File: src/rtl/i2c_pkg.sv
// Shared types and constants for the single-byte I2C master.
// The state encoding is common to the FSM and any bus monitors.
package i2c_pkg;

  typedef enum logic [2:0] {
    IDLE,
    START,
    ADDR,
    ACK_A,
    DATA,
    ACK_D,
    STOP
  } i2c_state_t;

  localparam logic I2C_WRITE = 1'b0;
  localparam logic I2C_READ  = 1'b1;
  localparam logic I2C_ACK   = 1'b0;
  localparam logic I2C_NACK  = 1'b1;

endpackage

File: src/rtl/i2c_shift8.sv
// 8-bit shift register: parallel load, shift left with serial input.
// Serves both as the transmit serializer and the receive deserializer.
module i2c_shift8 (
  input  logic       clk_in,
  input  logic       resetN,
  input  logic       load,
  input  logic [7:0] load_val,
  input  logic       shift,
  input  logic       din,
  output logic [7:0] q,
  output logic       msb
);

  always_ff @(posedge clk_in or negedge resetN) begin
    if (!resetN) begin
      q <= '0;
    end else if (load) begin
      q <= load_val;
    end else if (shift) begin
      q <= {q[6:0], din};
    end
  end

  assign msb = q[7];

endmodule

File: src/rtl/i2c_master_fsm.sv
// Single-byte I2C master: START, address+R/W, ACK, one data byte, STOP.
// Paced by the one-cycle SCL rise/fall strobes from gen_clk.
module i2c_master_fsm
  import i2c_pkg::*;
#(
  parameter int ADDR_W = 7,
  parameter int DATA_W = 8
) (
  input  logic              clk_in,
  input  logic              resetN,
  input  logic              scl_posedge,
  input  logic              scl_negedge,
  input  logic              start,
  input  logic              rw,
  input  logic [ADDR_W-1:0] addr,
  input  logic [DATA_W-1:0] wdata,
  input  logic              sda_i,
  output logic              scl_o,
  output logic              sda_o,
  output logic              busy,
  output logic              done,
  output logic              ack_err,
  output logic [DATA_W-1:0] rdata
);

  i2c_state_t        state;
  logic [2:0]        bitcnt;
  logic              rw_q;
  logic [DATA_W-1:0] wdata_q;
  logic              samp;
  logic              pos;
  logic              neg;

  logic              sr_load;
  logic [7:0]        sr_val;
  logic              sr_shift;
  logic [7:0]        sr_q;
  logic              sr_msb;

  // posedge wins when both strobes fire together
  assign pos = scl_posedge;
  assign neg = scl_negedge & ~scl_posedge;

  always_comb begin
    sr_load  = 1'b0;
    sr_val   = {addr, rw};
    sr_shift = 1'b0;
    if (state == IDLE && start && !busy) begin
      sr_load = 1'b1;
    end else if (state == ACK_A && neg && samp == I2C_ACK) begin
      sr_load = 1'b1;
      sr_val  = wdata_q;
    end else if (state == ADDR && neg && bitcnt != 3'd0) begin
      sr_shift = 1'b1;
    end else if (state == DATA && rw_q != I2C_READ
                 && neg && bitcnt != 3'd0) begin
      sr_shift = 1'b1;
    end else if (state == DATA && rw_q == I2C_READ && pos) begin
      sr_shift = 1'b1;
    end
  end

  i2c_shift8 u_sr (
    .clk_in   (clk_in),
    .resetN   (resetN),
    .load     (sr_load),
    .load_val (sr_val),
    .shift    (sr_shift),
    .din      (sda_i),
    .q        (sr_q),
    .msb      (sr_msb)
  );

  always_ff @(posedge clk_in or negedge resetN) begin
    if (!resetN) begin
      state   <= IDLE;
      scl_o   <= 1'b1;
      sda_o   <= 1'b1;
      busy    <= 1'b0;
      done    <= 1'b0;
      ack_err <= 1'b0;
      rdata   <= '0;
      bitcnt  <= '0;
      rw_q    <= 1'b0;
      wdata_q <= '0;
      samp    <= 1'b0;
    end else begin
      done <= 1'b0;
      unique case (state)
        IDLE: begin
          scl_o <= 1'b1;
          sda_o <= 1'b1;
          if (start && !busy) begin
            rw_q    <= rw;
            wdata_q <= wdata;
            ack_err <= 1'b0;
            busy    <= 1'b1;
            state   <= START;
          end
        end
        // a fall seen before the START rise is ignored via sda_o
        START: begin
          if (pos) begin
            sda_o <= 1'b0;
          end else if (neg && !sda_o) begin
            scl_o  <= 1'b0;
            sda_o  <= sr_msb;
            bitcnt <= 3'd7;
            state  <= ADDR;
          end
        end
        ADDR, DATA: begin
          if (pos) begin
            scl_o <= 1'b1;
            samp  <= sda_i;
          end else if (neg) begin
            scl_o <= 1'b0;
            if (bitcnt == 3'd0) begin
              sda_o <= 1'b1;
              state <= (state == ADDR) ? ACK_A : ACK_D;
            end else begin
              bitcnt <= bitcnt - 3'd1;
              sda_o  <= (state == DATA && rw_q == I2C_READ)
                        ? 1'b1 : sr_q[6];
            end
          end
        end
        ACK_A: begin
          if (pos) begin
            scl_o <= 1'b1;
            samp  <= sda_i;
          end else if (neg) begin
            scl_o <= 1'b0;
            if (samp == I2C_NACK) begin
              ack_err <= 1'b1;
              sda_o   <= 1'b0;
              state   <= STOP;
            end else begin
              bitcnt <= 3'd7;
              sda_o  <= (rw_q == I2C_READ) ? 1'b1 : wdata_q[DATA_W-1];
              state  <= DATA;
            end
          end
        end
        ACK_D: begin
          if (pos) begin
            scl_o <= 1'b1;
            if (rw_q == I2C_WRITE && sda_i == I2C_NACK) ack_err <= 1'b1;
          end else if (neg) begin
            scl_o <= 1'b0;
            sda_o <= 1'b0;
            state <= STOP;
          end
        end
        STOP: begin
          if (pos) begin
            scl_o <= 1'b1;
          end else if (neg && scl_o) begin
            sda_o <= 1'b1;
            done  <= 1'b1;
            busy  <= 1'b0;
            if (rw_q == I2C_READ) rdata <= sr_q;
            state <= IDLE;
          end
        end
        default: state <= IDLE;
      endcase
    end
  end

endmodule

File: config.mk
export PLATFORM = sky130hd
export DESIGN_NAME = i2c_master_fsm
export DESIGN_NICKNAME = d
export VERILOG_FILES = /design/src/rtl/i2c_pkg.sv /design/src/rtl/i2c_shift8.sv /design/src/rtl/i2c_master_fsm.sv
export SDC_FILE = /design/constraint.sdc
export NUM_CORES = 1
export LEC_CHECK = 0
export CAP_MARGIN = 40
export CELL_PAD_IN_SITES_DETAIL_PLACEMENT = 0
export CELL_PAD_IN_SITES_GLOBAL_PLACEMENT = 1
export CORE_ASPECT_RATIO = 2
export CORE_MARGIN = 1
export CORE_UTILIZATION = 28
export CTS_CLUSTER_DIAMETER = 200
export DETAILED_ROUTE_END_ITERATION = 10
export DONT_BUFFER_PORTS = 1
export PLACE_DENSITY = 0.49
export SLEW_MARGIN = 10
export SYNTH_ARGS = -nofsm -noshare
export SYNTH_HDL_FRONTEND = slang
export SYNTH_SLANG_ARGS = --single-unit
File: constraint.sdc
create_clock -name clk_in -period 2.9 [get_ports clk_in]
set_input_delay 0.435 -clock clk_in [delete_from_list [all_inputs] [get_ports clk_in]]
set_output_delay 0.435 -clock clk_in [all_outputs]
set_load 0.05 [all_outputs]
After elaboration in Yosys (flattened, before gate mapping)
Cells that the tools add are included.

storage, ports and cells
  memory bits (read-only) = 0
  bits in writable memories = 0
  logic and storage cells = 150
  register bits = 37
  memories = 0
  latch bits = 0
  input port bits = 22

cells by class
  div/mod/pow operators = 0
  bitwise gates (word level) = 4
  $lt $le $gt $ge = 0
  shift operators = 0
  $add $sub $neg = 1
  reduce and logical (&&, ||, !) cells = 38
  multiplexer cells = 69
  $mul = 0
  eq/ne operators = 26

operators by type and width
  cell                number
  $mux 3              21
  $mux 1              37
  $ne 2x2->1 const B  17
  $mux 8              4
  $pmux 3 s6          1
  $logic_and 1x1->1   15
  $reduce_and 12->1   1
  $reduce_and 10->1   1
  $eq 3x3->1 const B  3
  $pmux 3 s3          1
  $reduce_and 9->1    1
  $reduce_bool 3->1   3
  $reduce_and 4->1    2
  $reduce_and 7->1    1
  $eq 3x2->1 const B  2
  $logic_not 3->1     2
  $pmux 1 s6          1
  $reduce_bool 6->1   1
  $reduce_and 5->1    1
  $pmux 1 s4          1
  $reduce_and 2->1    2
  $reduce_bool 2->1   2
  $reduce_bool 4->1   1
  $reduce_or 4->1     1
  other kinds (13)    16

Logic depth before layout (Yosys ltp)
  depth in word-level cells = 10
  gate-level depth with buffers = 8
  gate-level depth less buffers = 7

Cells and area by module
A second synthesis with hierarchy kept.

unflattened totals
  cells, all modules = 190
  area total of the unflattened synthesis = 2,031.9 sq um

modules (own cells, without submodules)
  module          cells each  area an instance (sq um)  instances
  i2c_master_fsm  155         1,651.6                   1
  i2c_shift8      35          380.4                     1

Worst setup path after synthesis
OpenSTA, ideal clock, no wires.

  path type = register to register
  from = register busy
  to = register u_sr.q[4]
  cell stages (with the launch flop) = 7
  data arrival time = 2.163 ns
  period minus slack after synthesis = 2.288 ns
  setup slack = 0.612 ns
  cell sequence = dfrtp_1 -> nand2b_1 -> nor3_4 -> buf_2 -> mux2_2 -> mux2_4 -> mux2_4

between the ends
  longest elaborated chain between the ends = 4
  elaborated cells on any way between the ends = 7
  those cells by class = 4 x mux; 3 x reduce/logical

ends and longest elaborated chain
  element                                             RTL line               source
  from (decl)                                         i2c_master_fsm.sv:20   output logic busy,
  from (signal assigned)                              i2c_master_fsm.sv:79   busy <= 1'b0;
  from (signal assigned)                              i2c_master_fsm.sv:97   busy <= 1'b1;
  from (signal assigned)                              i2c_master_fsm.sv:161  busy <= 1'b0;
  $logic_not 1->1 (*)                                 i2c_master_fsm.sv:48   if (state == IDLE && start && !busy) begin
  $logic_and 1x1->1 (*)                               i2c_master_fsm.sv:48
  $mux 8 / $mux 1 (equally long branches)             i2c_master_fsm.sv:48
  $mux 8 / $reduce_bool 2->1 (equally long branches)  n/a
  to (signal assigned)                                i2c_shift8.sv:18       q <= load_val;
  to (signal assigned)                                i2c_shift8.sv:20       q <= {q[6:0], din};
  to (decl)                                           i2c_shift8.sv:10       output logic [7:0] q,

Every way passes the cells marked *; elsewhere a longest branch is shown, timed or not.
A chain may end at the register's enable or synchronous reset.

Worst setup path after layout
  from = register state[0]
  to = register u_sr.q[6]

between the ends
  longest elaborated chain between the ends = 9
  elaborated cells on any way between the ends = 26
  those cells by class = 3 x eq/ne; 10 x mux; 13 x reduce/logical

ends and longest elaborated chain
  element                                             RTL line                                    source
  from (decl)                                         i2c_master_fsm.sv:26                        i2c_state_t state;
  from (signal assigned)                              i2c_master_fsm.sv:120                       state <= (state == ADDR) ? ACK_A : ACK_D;
  $eq 3x3->1                                          i2c_master_fsm.sv:55, i2c_master_fsm.sv:58
  $logic_and 1x1->1, on equally long branches         i2c_master_fsm.sv:58, i2c_master_fsm.sv:55
  $logic_and 1x1->1, on equally long branches         i2c_master_fsm.sv:58, i2c_master_fsm.sv:56
  $mux 1 / $logic_and 1x1->1 (equally long branches)  i2c_master_fsm.sv:58, i2c_master_fsm.sv:56
  $mux 1                                              i2c_master_fsm.sv:55                        end else if (state == DATA && rw_q != I2C_READ
  $mux 1                                              i2c_master_fsm.sv:53                        end else if (state == ADDR && neg && bitcnt != 3'd0) begin
  $mux 1                                              i2c_master_fsm.sv:50                        end else if (state == ACK_A && neg && samp == I2C_ACK) begin
  $mux 1                                              i2c_master_fsm.sv:48
  $reduce_bool 2->1 (no source line)                  n/a

Parallel ways exist; a longest one is shown, timed or not.

==> flow_metrics.env <==
export IMPL_p_leak_nw=1.09
export IMPL_rows=44
export IMPL_io_pins=35
export IMPL_fmax_ghz=0.418
export IMPL_r2r_setup_slack_ps=500
export IMPL_hold_depth=2
export IMPL_wl_per_cell_um=18.3
export IMPL_core_area_sq_um=7320
export IMPL_initial_core_util_pct=29.1
export IMPL_cap_violations=0
export IMPL_grt_pass1_vias=1552
export IMPL_hold_violations=0
export IMPL_die_w_um=63.7
export IMPL_critPathCaptureType="register"
export IMPL_cp_buffers_inverters=1
export IMPL_setup_viol=0
export IMPL_syn_nets=212
export IMPL_clockBufferDepth=2
export IMPL_cts_resized=0
export IMPL_cts_buffers=5
export IMPL_swShare_pct=42.2
export IMPL_syn_mean_instance_area_sq_um=11.3
export IMPL_final_nets=215
export IMPL_synth_top_area_share_pct=41.2
export IMPL_switchingPower_mw=1.19
export IMPL_reg2reg_depth=6
export IMPL_status="completed"
export IMPL_cpMaxStageDelayCell="dfrtp_1"
export IMPL_antenna_found_initial=0
export IMPL_io_buffers=0
export IMPL_post_dp_hpwl_mm=3.92
export IMPL_critical_path_class="register to register"
export IMPL_finalCritPeriodShare_pct=82.6
export IMPL_startpoint_type="register"
export IMPL_worstPathCellList="or2_2 > nor3_4 > buf_4 > mux2_2 > mux2_4 > mux2_4"
export IMPL_drive_gt1_share_pct=30.2
export IMPL_ys_warnings_count=0
export IMPL_worstSetupPathDepth=6
export IMPL_wirelength_mm=5.21
export IMPL_grt_ovfl_total=0
export IMPL_grt_max_degree=38
export IMPL_power_share_combinational_pct=39.7
export IMPL_ctsHtreeMaxLevel=2
export IMPL_hold_path_class="input port to register"
export IMPL_drcViolationCount=0
export IMPL_slowest_delay_ps=560
export IMPL_grt_setup_unrepaired="no"
export IMPL_synthFlopType="dfrtp_1"
export IMPL_place_congestion=0.860
export IMPL_grt_total_usage_pct=14.3
export IMPL_clock_root_buffer="clkbuf_16"
export IMPL_clock_latency_ps=290
export IMPL_design_area_sq_um=2390
export IMPL_viasPerCell=5.08
export IMPL_detail_route_antenna_nets=0
export IMPL_vias=1443
export IMPL_clock_skew_ps=7.00
export IMPL_powerDensity_nw_per_um2=1180
export IMPL_p_int_mw=1.63
export IMPL_first_iter_violations=27
export IMPL_syn_inst=188
export IMPL_final_util_pct=32.6
export IMPL_syn_area_sq_um=2130
export IMPL_final_cell_mix="dfrtp_1, mux2_2, nand2_1, mux2_4, o21ai_0"
export IMPL_synthTopCellsByArea="dfrtp_1, mux2_2, mux2_4, o21ai_0, dfstp_2"
export IMPL_async_reset_ff_share_pct=100
export IMPL_dr_pass1_iters=4
export IMPL_cts_tree="yes"
export IMPL_synth_edff_count=0
export IMPL_worstPathRequired_ps=3070
export IMPL_worst_pin_slew_ps=659
export IMPL_dpl_instance_area_sq_um=2220
export IMPL_dieArea_sq_um=7980
export IMPL_yosysTopAreaCell="dfrtp_1"
export IMPL_crit_top_cell="mux2_4"
export IMPL_ir_worst_vdd_mv=0.427
export IMPL_grt_first_pass_wirelength_mm=8.40
export IMPL_final_common_cell="dfrtp_1"
export IMPL_slew_headroom_pct=56.0
export IMPL_fin_crit_ps=2400
export IMPL_drv_slew=0
export IMPL_ys_ff_latch=37
export IMPL_die_h_um=125
export IMPL_seqPwrFrac_pct=41.3
export IMPL_cts_num_sinks=37
export IMPL_clk_pin_slew_worst_paths_ps=60
export IMPL_clkPwrFrac_pct=18.9
export IMPL_synth_seq_area_share_pct=43.6
export IMPL_path_max_fanout=15
export IMPL_synthDistinctLibCells=42
export IMPL_cp_arrival_ps=2570
export IMPL_post_cts_setup_buffers=0
export IMPL_tns_ps=0
export IMPL_diodes=0
export IMPL_syn_to_final_growth_pct=12.3
export IMPL_cp_top_family="multiplexers"
per-stage QoR:
step	hold WS, ps	total power, mW	instances	setup slack (ps)
after floorplan	139	2.04	188	612
after global placement	141	2.28	274	514
after detailed placement	141	2.30	274	504
after CTS	289	2.87	284	484
after global routing	280	3.02	284	394
final	294	2.83	284	505
worst register-to-register path, stage by stage (launching register included):
cell     delay, ps
dfrtp_1        560
or2_2          460
nor3_4         120
buf_4          250
mux2_2         380
mux2_4         260
mux2_4         250
Yosys cell counts, drive strengths merged (2+ instances only):
cell type   n
a21oi       8
o221ai      3
nand2b      4
and2        2
o32ai       2
clkbuf      4
ha          2
buf         7
dfrtp      35
o41ai       3
nand3       3
mux2i       5
and3        2
dfstp       2
o21ai      12
mux2       35
o21a        5
nand2      13
or2         2
nor2        9
nor2b       5
a21o        2
inv         7
or3         2
a31oi       2
cells by family after synthesis:
| kind of cell | share of synthesized area (%) |
|---|---|
| compound gates | 14.3 |
| fa+ha+maj | 1.18 |
| buf+inv | 4.23 |
| flops | 43.6 |
| simple gates | 12.7 |
| xor+xnor | 0.764 |
| mux | 23.2 |
power groups by stage:
stage | Clock (mW) | Sequential, mW | Combinational [mW]
2_1_floorplan | 0 | 1.07 | 0.970
3_3_place_gp | 0 | 1.18 | 1.11
3_5_place_dp | 0 | 1.18 | 1.12
4_1_cts | 0.555 | 1.18 | 1.14
5_1_grt | 0.577 | 1.21 | 1.24
6_report | 0.535 | 1.17 | 1.12
repair_timing:
item | in CTS | in global routing
endpoints found under the setup margin | 0 | 0
hold buffers | 2 | 0
endpoints found under the hold margin | 37 | 0
flip-flops by register name, summed over array words and instances, names as in the netlist, 3 cells and up:
register	count
rdata	8
bitcnt	3
u_sr.q	8
wdata_q	8
state	3
metal layers:
| layer | GRT usage (%) | share of wire (%) | up-vias |
|---|---|---|---|
| met3 | 3.92 | 4.7 | 6 |
| met5 | 0 | 0 | - |
| met1 | 14.6 | 36 | 718 |
| met4 | 7.09 | 2.0 | 0 |
| li1 | - | - | 685 |
| met2 | 26.0 | 57 | 34 |
final cells by class:
| cell class | instances | area, sq um |
|---|---|---|
| fill | 773 | 4930 |
| multi-input combinational | 133 | 1110 |
| sequential | 37 | 928 |
| clock buffer | 5 | 125 |
| tap | 92 | 115 |
| timing repair buffer | 7 | 67.6 |
| inverter | 7 | 26.3 |
| clock inverter | 3 | 17.5 |
path summary, 6_finish.rpt:
check / from / endpoint
max: state[0] / u_sr.q[6]
min: rw / rw_q
max in group asynchronous: resetN / scl_o
max reg2reg: state[0] / u_sr.q[6]
min in group asynchronous: resetN / u_sr.q[2]
min reg2reg: wdata_q[4] / wdata_q[4]
(Power assumes the default switching activity.)
